File: src/rtl/status_pkg.sv
// Shared definitions for the status banner: event codes, sprite codes, FSM states
// and the on-screen banner rectangle.
package status_pkg;

  typedef enum logic [2:0] {
    EvtNewGame    = 3'd0,
    EvtWhiteMoved = 3'd1,
    EvtBlackMoved = 3'd2,
    EvtCheck      = 3'd3,
    EvtMate       = 3'd4,
    EvtStalemate  = 3'd5
  } evt_code_e;

  typedef enum logic [1:0] {
    SprWToPlay   = 2'd0,
    SprBToPlay   = 2'd1,
    SprCheckmate = 2'd2,
    SprStalemate = 2'd3
  } sprite_e;

  typedef enum logic [1:0] {
    StPlay,
    StCheck,
    StMate,
    StStale
  } state_e;

  // Banner occupies 560 < x <= 639, 434 <= y < 479
  localparam logic [9:0] BannerXMin = 10'd560;
  localparam logic [9:0] BannerXMax = 10'd639;
  localparam logic [9:0] BannerYMin = 10'd434;
  localparam logic [9:0] BannerYMax = 10'd479;

  // First pixel after the visible area; seen exactly once per frame
  localparam logic [9:0] TickX = 10'd0;
  localparam logic [9:0] TickY = 10'd480;

  function automatic sprite_e side_sprite(input logic side);
    return side ? SprBToPlay : SprWToPlay;
  endfunction

endpackage

File: src/rtl/status_banner_ctrl_if.sv
// Event handshake from the game engine into the status banner controller.
interface status_banner_ctrl_if;
  logic       evt_valid;
  logic [2:0] evt_code;
  logic       evt_ready;

  modport master (output evt_valid, output evt_code, input evt_ready);
  modport slave  (input evt_valid, input evt_code, output evt_ready);
endinterface

File: src/rtl/frame_blink_counter.sv
// Counts frames while the banner is in check and toggles visibility every
// BLINK_FRAMES frames; clear forces the counter to 0 and the banner visible.
module frame_blink_counter #(
  parameter int unsigned BLINK_FRAMES = 30
) (
  input  logic clk,
  input  logic rst,
  input  logic frame_tick,
  input  logic clear,
  output logic visible
);

  localparam int unsigned CntW = (BLINK_FRAMES > 1) ? $clog2(BLINK_FRAMES) : 1;
  localparam logic [CntW-1:0] CntMax = CntW'(BLINK_FRAMES - 1);

  logic [CntW-1:0] cnt_q;
  logic            visible_q;

  always_ff @(posedge clk or posedge rst) begin
    if (rst) begin
      cnt_q     <= '0;
      visible_q <= 1'b1;
    end else if (clear) begin
      cnt_q     <= '0;
      visible_q <= 1'b1;
    end else if (frame_tick) begin
      if (cnt_q == CntMax) begin
        cnt_q     <= '0;
        visible_q <= ~visible_q;
      end else begin
        cnt_q <= cnt_q + 1'b1;
      end
    end
  end

  assign visible = visible_q;

endmodule

File: src/rtl/status_banner_ctrl.sv
// Status banner controller: buffers one game event, applies it at the frame
// boundary so the banner never changes mid-frame, and selects the banner sprite.
module status_banner_ctrl
  import status_pkg::*;
#(
  parameter int unsigned BLINK_FRAMES = 30
) (
  input  logic                       vga_clk,
  input  logic                       reset,
  input  logic [9:0]                 DrawX,
  input  logic [9:0]                 DrawY,
  status_banner_ctrl_if.slave        evt,
  output logic [1:0]                 sprite_sel,
  output logic                       banner_on
);

  state_e     state_q;
  logic       side_q;
  sprite_e    sprite_sel_q;
  logic       pend_valid_q;
  logic [2:0] pend_code_q;

  logic frame_tick;
  logic accept;
  logic commit;
  logic in_play;
  logic cmd_acts;
  logic blink_clear;
  logic visible;

  assign frame_tick = (DrawX == TickX) && (DrawY == TickY);
  assign accept     = evt.evt_valid && !pend_valid_q;
  assign commit     = frame_tick && pend_valid_q;
  assign in_play    = (state_q == StPlay) || (state_q == StCheck);

  // A committed event that actually changes game state (not an ignored code)
  assign cmd_acts = commit && ((pend_code_q == EvtNewGame) ||
                               (in_play && (pend_code_q <= EvtStalemate)));

  // Blink only runs while sitting in check; any acting event restarts it
  assign blink_clear = (state_q != StCheck) || cmd_acts;

  assign evt.evt_ready = !pend_valid_q;

  always_ff @(posedge vga_clk or posedge reset) begin
    if (reset) begin
      state_q      <= StPlay;
      side_q       <= 1'b0;
      sprite_sel_q <= SprWToPlay;
      pend_valid_q <= 1'b0;
      pend_code_q  <= 3'd0;
    end else if (accept) begin
      pend_valid_q <= 1'b1;
      pend_code_q  <= evt.evt_code;
    end else if (commit) begin
      pend_valid_q <= 1'b0;
      if (pend_code_q == EvtNewGame) begin
        state_q      <= StPlay;
        side_q       <= 1'b0;
        sprite_sel_q <= SprWToPlay;
      end else if (in_play) begin
        case (pend_code_q)
          EvtWhiteMoved: begin
            state_q      <= StPlay;
            side_q       <= 1'b1;
            sprite_sel_q <= SprBToPlay;
          end
          EvtBlackMoved: begin
            state_q      <= StPlay;
            side_q       <= 1'b0;
            sprite_sel_q <= SprWToPlay;
          end
          EvtCheck: begin
            state_q      <= StCheck;
            sprite_sel_q <= side_sprite(side_q);
          end
          EvtMate: begin
            state_q      <= StMate;
            sprite_sel_q <= SprCheckmate;
          end
          EvtStalemate: begin
            state_q      <= StStale;
            sprite_sel_q <= SprStalemate;
          end
          default: ;
        endcase
      end
    end
  end

  frame_blink_counter #(
    .BLINK_FRAMES (BLINK_FRAMES)
  ) u_blink (
    .clk        (vga_clk),
    .rst        (reset),
    .frame_tick (frame_tick),
    .clear      (blink_clear),
    .visible    (visible)
  );

  assign sprite_sel = sprite_sel_q;
  assign banner_on  = visible &&
                      (DrawX > BannerXMin) && (DrawX <= BannerXMax) &&
                      (DrawY >= BannerYMin) && (DrawY < BannerYMax);

endmodule

File: src/flat_wrapper.sv
// flat-port wrapper written by rule: the top's interface ports become plain ports
module status_banner_ctrl_flat import status_pkg::*;
#(
  parameter int unsigned BLINK_FRAMES = 30
)
  (vga_clk, reset, DrawX, DrawY, sprite_sel, banner_on, evt_evt_valid, evt_evt_code, evt_evt_ready);
  status_banner_ctrl_if evt_i ();
  input  logic vga_clk;
  input  logic reset;
  input  logic [9:0] DrawX;
  input  logic [9:0] DrawY;
  output logic [1:0] sprite_sel;
  output logic banner_on;
  input wire logic [$bits(evt_i.evt_valid)-1:0] evt_evt_valid;
  input wire logic [$bits(evt_i.evt_code)-1:0] evt_evt_code;
  output wire logic [$bits(evt_i.evt_ready)-1:0] evt_evt_ready;
  assign evt_i.evt_valid = evt_evt_valid;
  assign evt_i.evt_code = evt_evt_code;
  assign evt_evt_ready = evt_i.evt_ready;
  status_banner_ctrl #(.BLINK_FRAMES(BLINK_FRAMES)) u_core (.vga_clk(vga_clk), .reset(reset), .DrawX(DrawX), .DrawY(DrawY), .evt(evt_i), .sprite_sel(sprite_sel), .banner_on(banner_on));
endmodule
File: config.mk
export PLATFORM = sky130hd
export DESIGN_NAME = status_banner_ctrl_flat
export DESIGN_NICKNAME = d
export VERILOG_FILES = /design/src/rtl/status_pkg.sv /design/src/rtl/status_banner_ctrl_if.sv /design/src/rtl/frame_blink_counter.sv /design/src/rtl/status_banner_ctrl.sv /design/src/flat_wrapper.sv
export SDC_FILE = /design/constraint.sdc
export NUM_CORES = 1
export LEC_CHECK = 0
export ABC_AREA = 0
export CAP_MARGIN = 20
export CORE_ASPECT_RATIO = 0.7
export CORE_MARGIN = 4
export CORE_UTILIZATION = 45
export CTS_CLUSTER_DIAMETER = 50
export CTS_CLUSTER_SIZE = 40
export DETAILED_ROUTE_END_ITERATION = 16
export PLACE_DENSITY = 0.81
export SYNTH_ARGS = -nofsm -noshare
export SYNTH_HDL_FRONTEND = slang
export SYNTH_SLANG_ARGS = --single-unit
File: constraint.sdc
create_clock -name vga_clk -period 2.15 [get_ports vga_clk]
set_input_delay 0.43 -clock vga_clk [delete_from_list [all_inputs] [get_ports vga_clk]]
set_output_delay 0.43 -clock vga_clk [all_outputs]
set_load 0.02 [all_outputs]
==> Yosys cells after proc, flatten, opt, wreduce, memory -nomap -nowiden <==
Index checks and enable logic that the tools add are counted.
{ "word_totals": {"reg_bits": 15, "output_inout_bits": 4, "word_cells": 70} }
{ "classes": {"addsub": 1, "order_cmp": 5, "n_eq_ne": 9, "mux": 18, "n_bitwise": 2, "n_reduce_logical": 28} }
{ "op_table": {"columns": ["cell", "n"], "rows": [
  ["$mux W5", 3],
  ["$reduce_and A4 Y1", 3],
  ["$eq A10 B9 Y1 const B", 1],
  ["$ge A10 B9 Y1 const B", 1],
  ["$gt A10 B10 Y1 const B", 1],
  ["$le A10 B10 Y1 const B", 1],
  ["$logic_not A10 Y1", 1],
  ["$lt A10 B9 Y1 const B", 1],
  ["$pmux W2 S5", 1],
  ["$logic_and A1 B1 Y1", 9],
  ["$mux W1", 8],
  ["$mux W2", 4],
  ["$pmux W2 S4", 1],
  ["$reduce_bool A2 Y1", 4],
  ["$eq A3 B2 Y1 const B", 2],
  ["$eq A3 B3 Y1 const B", 2],
  ["$reduce_bool A6 Y1", 1],
  ["$add A5 B1 Y5 const B", 1],
  ["$eq A5 B5 Y1 const B", 1],
  ["$reduce_bool A5 Y1", 1],
  ["$eq A3 B1 Y1 const B", 1],
  ["$le A3 B3 Y1 const B", 1],
  ["$logic_not A3 Y1", 1],
  ["$logic_or A1 B1 Y1", 3],
  ["other kinds (9)", 10]
]} }

==> Longest topological paths before layout <==
{ "logic_depth": {"depth_word": 8, "ltp_mapped": 6, "depth_no_buf": 6} }

==> Cells and area by module <==
Synthesis repeated with hierarchy kept, for this count alone.
{ "unflattened": {"hier_cells": 98, "area_unflattened_um2": 977.2} }
{ "by_module_without_submodules": {"columns": ["module", "n_inst", "cells_per_inst", "area_each_um2", "seq_area_each_um2"], "rows": [
  ["status_banner_ctrl", 1, 64, 640.6, 225.2],
  ["frame_blink_counter", 1, 34, 336.6, 151.4]
]} }

==> Worst setup path after synthesis <==
OpenSTA, ideal clock, no wires.
{ "synth_path": {"path_type": "input to output", "startpoint": "input DrawX[7]", "endpoint": "output banner_on", "arrival_ns": 2.120, "path_slack_ns": -0.400, "cell_stages": 3, "cell_sequence": "nor4b_1 nand2_1 a2111oi_0"} }
{ "synth_between": {"elab_chain_cells": 5, "elab_cells_between_ends": 6, "classes_between": "2 x order compare; 4 x reduce/logical"} }
{ "synth_rtl": {"columns": ["item", "line_no", "text"], "rows": [
  ["start: declaration", "flat_wrapper.sv:10", "input logic [9:0] DrawX;"],
  ["$gt A10 B10 Y1", "status_banner_ctrl.sv:103", "(DrawX > BannerXMin) && (DrawX <= BannerXMax) &&"],
  ["$logic_and A1 B1 Y1", "status_banner_ctrl.sv:102", "assign banner_on = visible &&"],
  ["$logic_and A1 B1 Y1 * (2 in series)", "status_banner_ctrl.sv:103", null],
  ["$logic_and A1 B1 Y1 *", "status_banner_ctrl.sv:104", "(DrawY >= BannerYMin) && (DrawY < BannerYMax);"],
  ["end: declaration", "flat_wrapper.sv:13", "output logic banner_on;"]
]} }
Every way passes the cells marked *; elsewhere a longest branch is shown, timed or not.

==> Worst setup path in the final report <==
{ "layout_path": {"startpoint": "register u_core.pend_code_q[2]", "endpoint": "register u_core.side_q"} }
{ "layout_between": {"elab_chain_cells": 4, "elab_cells_between_ends": 9, "classes_between": "2 x eq/ne; 3 x mux; 4 x reduce/logical"} }
{ "layout_rtl": {"columns": ["item", "line_no", "text"], "rows": [
  ["start: declaration", "status_banner_ctrl.sv:21", "logic [2:0] pend_code_q;"],
  ["start signal: assignment", "status_banner_ctrl.sv:54", "pend_code_q <= evt.evt_code;"],
  ["$eq A3 B2 Y1 or $eq A3 B1 Y1 (tied branches)", "status_banner_ctrl.sv:62", "case (pend_code_q)"],
  ["$pmux W1 S2", "status_banner_ctrl.sv:62", null],
  ["$mux W1", "status_banner_ctrl.sv:61", "end else if (in_play) begin"],
  ["$mux W1", "status_banner_ctrl.sv:57", "if (pend_code_q == EvtNewGame) begin"],
  ["end signal: assignment", "status_banner_ctrl.sv:59", "side_q <= 1'b0;"],
  ["end signal: assignment", "status_banner_ctrl.sv:65", "side_q <= 1'b1;"],
  ["end signal: assignment", "status_banner_ctrl.sv:70", "side_q <= 1'b0;"],
  ["end: declaration", "status_banner_ctrl.sv:18", "logic side_q;"]
]} }
Several ways; a longest one is shown, not always the timed one. The select of a mux whose other input is x is not followed.
A chain may end at the register's enable or synchronous reset.

==> reports/metrics.csv <==
metric,value,unit
status,"finished, violations left",
failed_checks,negative setup slack,
layout.nets,181,
synth-seq-area-share,0.3894,
grtUsageTotal,0.2197,
dieHeight,46.79,um
synthToLayoutAreaGrowth,62.35,%
setup_viol,1,
fillers,120,
first_global_vias,1063,
fin_crit,2164,ps
synth_edf_count,0,
synthTopCellsByArea,"dfrtp_1 36%, mux2_2 4.7%, o41ai_1 4.5%, nand3_1 3.6%, o21ai_0 3.1%",
tritoncts,built,
layout_setup_ws,-13.56,ps
max-vdd-ir-drop,0.4504,mV
num_rows,13,
grt_start_max_net_pins,16,
place_ws,-666.6,ps
postRouteAntennaNets,0,
cts-root-buf,clkbuf_4,
die_x,63.41,um
cp_max_fo,8,
synth.top_cell.area_share,0.3622,
worst_pin_slew,644.3,ps
dr.pass1.iters,4,
cpPeakStageDelay,490,ps
syn-cell-area,967.2,um^2
ys_seq_elements,15,
slew_violations,0,
slew_headroom,0.5675,
synthTopCellsByCount,"14 x dfrtp_1, 7 x nand2_1, 7 x nand3_1, 6 x inv_1, 6 x o21ai_0",
p_switching,235.1,uW
p_int,480.9,uW
p_per_area,455.9,nW/um^2
p_leak,0.6605,nW
portBuffers,29,
cp-start-kind,flop,
ff2ff_path_depth,4,
worstSetupEndpointType,flop,
ctsHoldBuffers,0,
hpwl,2.312,mm
crit_slowest_cell,or3_4,
layout-drive-gt1-share,0.3092,
worstPathRequired,2330,ps
async_reset_ff_frac,1.000,
cts_sinks,15,
die_area,2967,um^2
p_comb_frac,0.288,
rsz0062_at_grt,true,
criticalPathCategory,flop to flop,
syn_inst,101,
synth_top_area_cell,dfrtp_1,
synth_nets,129,
period_share,1.006,
yosysMostFrequentCell,dfrtp_1,
synthFlopType,dfrtp_1,
p_seq_frac,0.485,
worstPathArrival,2340,ps
cts_max_path_buffers,2,
antennaDiodeCount,0,
cap_viol_max_count,0,
yosysWarnings,0,
vias,1073,
finClkSkew,1.783,ps
core_area,1952,um^2
clock_latency,280,ps
drc_errors,0,
fin_tns_setup,-13.56,ps
crit_chain,o31ai_1 -> nand2_1 -> or3_4 -> o31a_1,
syn_avg_cell_area,9.576,um^2
synthDistinctLibCells,41,
hold_path.class,input pin to asynchronous set/reset pin,
ios,30,
fmax,0.4622,GHz
path_clk_slew,90,ps
avgViaCountPerCell,6.167,
globalplace.congestion,0.9453,
ctsHtreeMaxLevel,1,
grt_pass1_wl,4.919,mm
swShare,0.3283,
final-hold-violation-count,0,
wl_per_cell,18.70,um
drt-initial-drc-count,74,
cts_made_buffers,3,
antenna_found_initial,0,
clkPwrFrac,0.227,
wl,3.254,mm
globalRoute.totalOverflow,0,
start_util,0.4955,
[placed cells by master, fill, tap and decap left out, types with 4 or more instances in the layout]
cell type        count
nand4_1              4
mux2_2               4
inv_1                6
clkdlybuf4s50_1     14
dlygate4sd2_1       11
buf_4               18
nand3_1              7
nand2_1              7
o41ai_2              4
dfrtp_1             14
[worst max-delay path: cells and delay by family, from the launching register on]
family	cells	cell delay, ps
flip-flops	1	460
AND/OR/NAND/NOR	2	830
AO/OA/AOI/OAI	2	760
[stage by stage]
stage               cell area [um^2]  power (mW)  instances  utilization  hold WS [ps]
finish                          1570      0.7160        174       0.8045         495.8
global route                    1570      0.7573        174       0.8045         551.3
CTS                             1515      0.7013        173       0.7763         503.2
detailed placement              1389      0.5260        165       0.7115         488.7
global placement                1389      0.5175        165       0.7115         483.9
floorplan                      973.4      0.4423        101            -         330.8
[flip-flops by register name, indices dropped and copies added (netlist names)]
| name | cells |
|---|---|
| u_core.pend_code_q | 3 |
| u_core.state_q | 2 |
| u_core.u_blink.cnt_q | 5 |
| u_core.side_q | 1 |
| u_core.u_blink.visible | 1 |
| u_core.sprite_sel | 2 |
| u_core.pend_valid_q | 1 |
[power groups by stage]
| stage | combinational (mW) | sequential, mW | clock (mW) |
|---|---|---|---|
| 6_report | 0.206 | 0.347 | 0.162 |
| 5_1_grt | 0.225 | 0.352 | 0.180 |
| 4_1_cts | 0.189 | 0.345 | 0.168 |
| 3_5_place_dp | 0.175 | 0.351 | 0 |
| 3_3_place_gp | 0.168 | 0.350 | 0 |
| 2_1_floorplan | 0.111 | 0.331 | 0 |
[metal layers]
layer	GRT usage	wire length [um]	vias up
met2	0.3610	1617	39
met4	0.07296	8	0
met5	0	0	-
met3	0.07895	219	2
li1	-	-	497
met1	0.2774	1408	535
[cell type report]
cell class              count  area (um^2)  share of cell area
inverters                   6        22.52             0.01434
well taps                  22        27.53             0.01753
multi-input cells          78        680.7              0.4335
clock buffers               4        26.28             0.01673
repair buffers             49        436.7              0.2781
flip-flops and latches     15        376.6              0.2398
[worst paths after layout]
kind                                            start                      end  slack, ps
max in group asynchronous                       reset   u_core.u_blink.visible       1280
worst max register to register  u_core.pend_code_q[2]            u_core.side_q        -10
min in group vga_clk             u_core.sprite_sel[1]     u_core.sprite_sel[1]        530
worst min register to register   u_core.sprite_sel[1]     u_core.sprite_sel[1]        530
worst max-delay path            u_core.pend_code_q[2]            u_core.side_q        -10
worst min-delay path                            reset  u_core.u_blink.cnt_q[1]        500
[repair_timing]
item                       4_1_cts  5_1_grt
setup endpoints to repair       10        7
pin swaps                       11        2
resized for setup               35        9
setup buffers                    4        1
[logic make-up (layout without fill, tap and decap cells)]
| family | Yosys count | count (layout) | synth area share |
|---|---|---|---|
| muxes | 4 | 4 | 0.04657 |
| buffers and inverters | 8 | 59 | 0.03880 |
| DFF | 15 | 15 | 0.3894 |
| xor gates and xnor gates | 1 | 1 | 0.009057 |
| and+or+nand+nor | 45 | 45 | 0.2963 |
| AOI/OAI and AO/OA | 26 | 26 | 0.1941 |
| adders and majority gates | 2 | 2 | 0.02587 |
(Power assumes the default switching activity.)
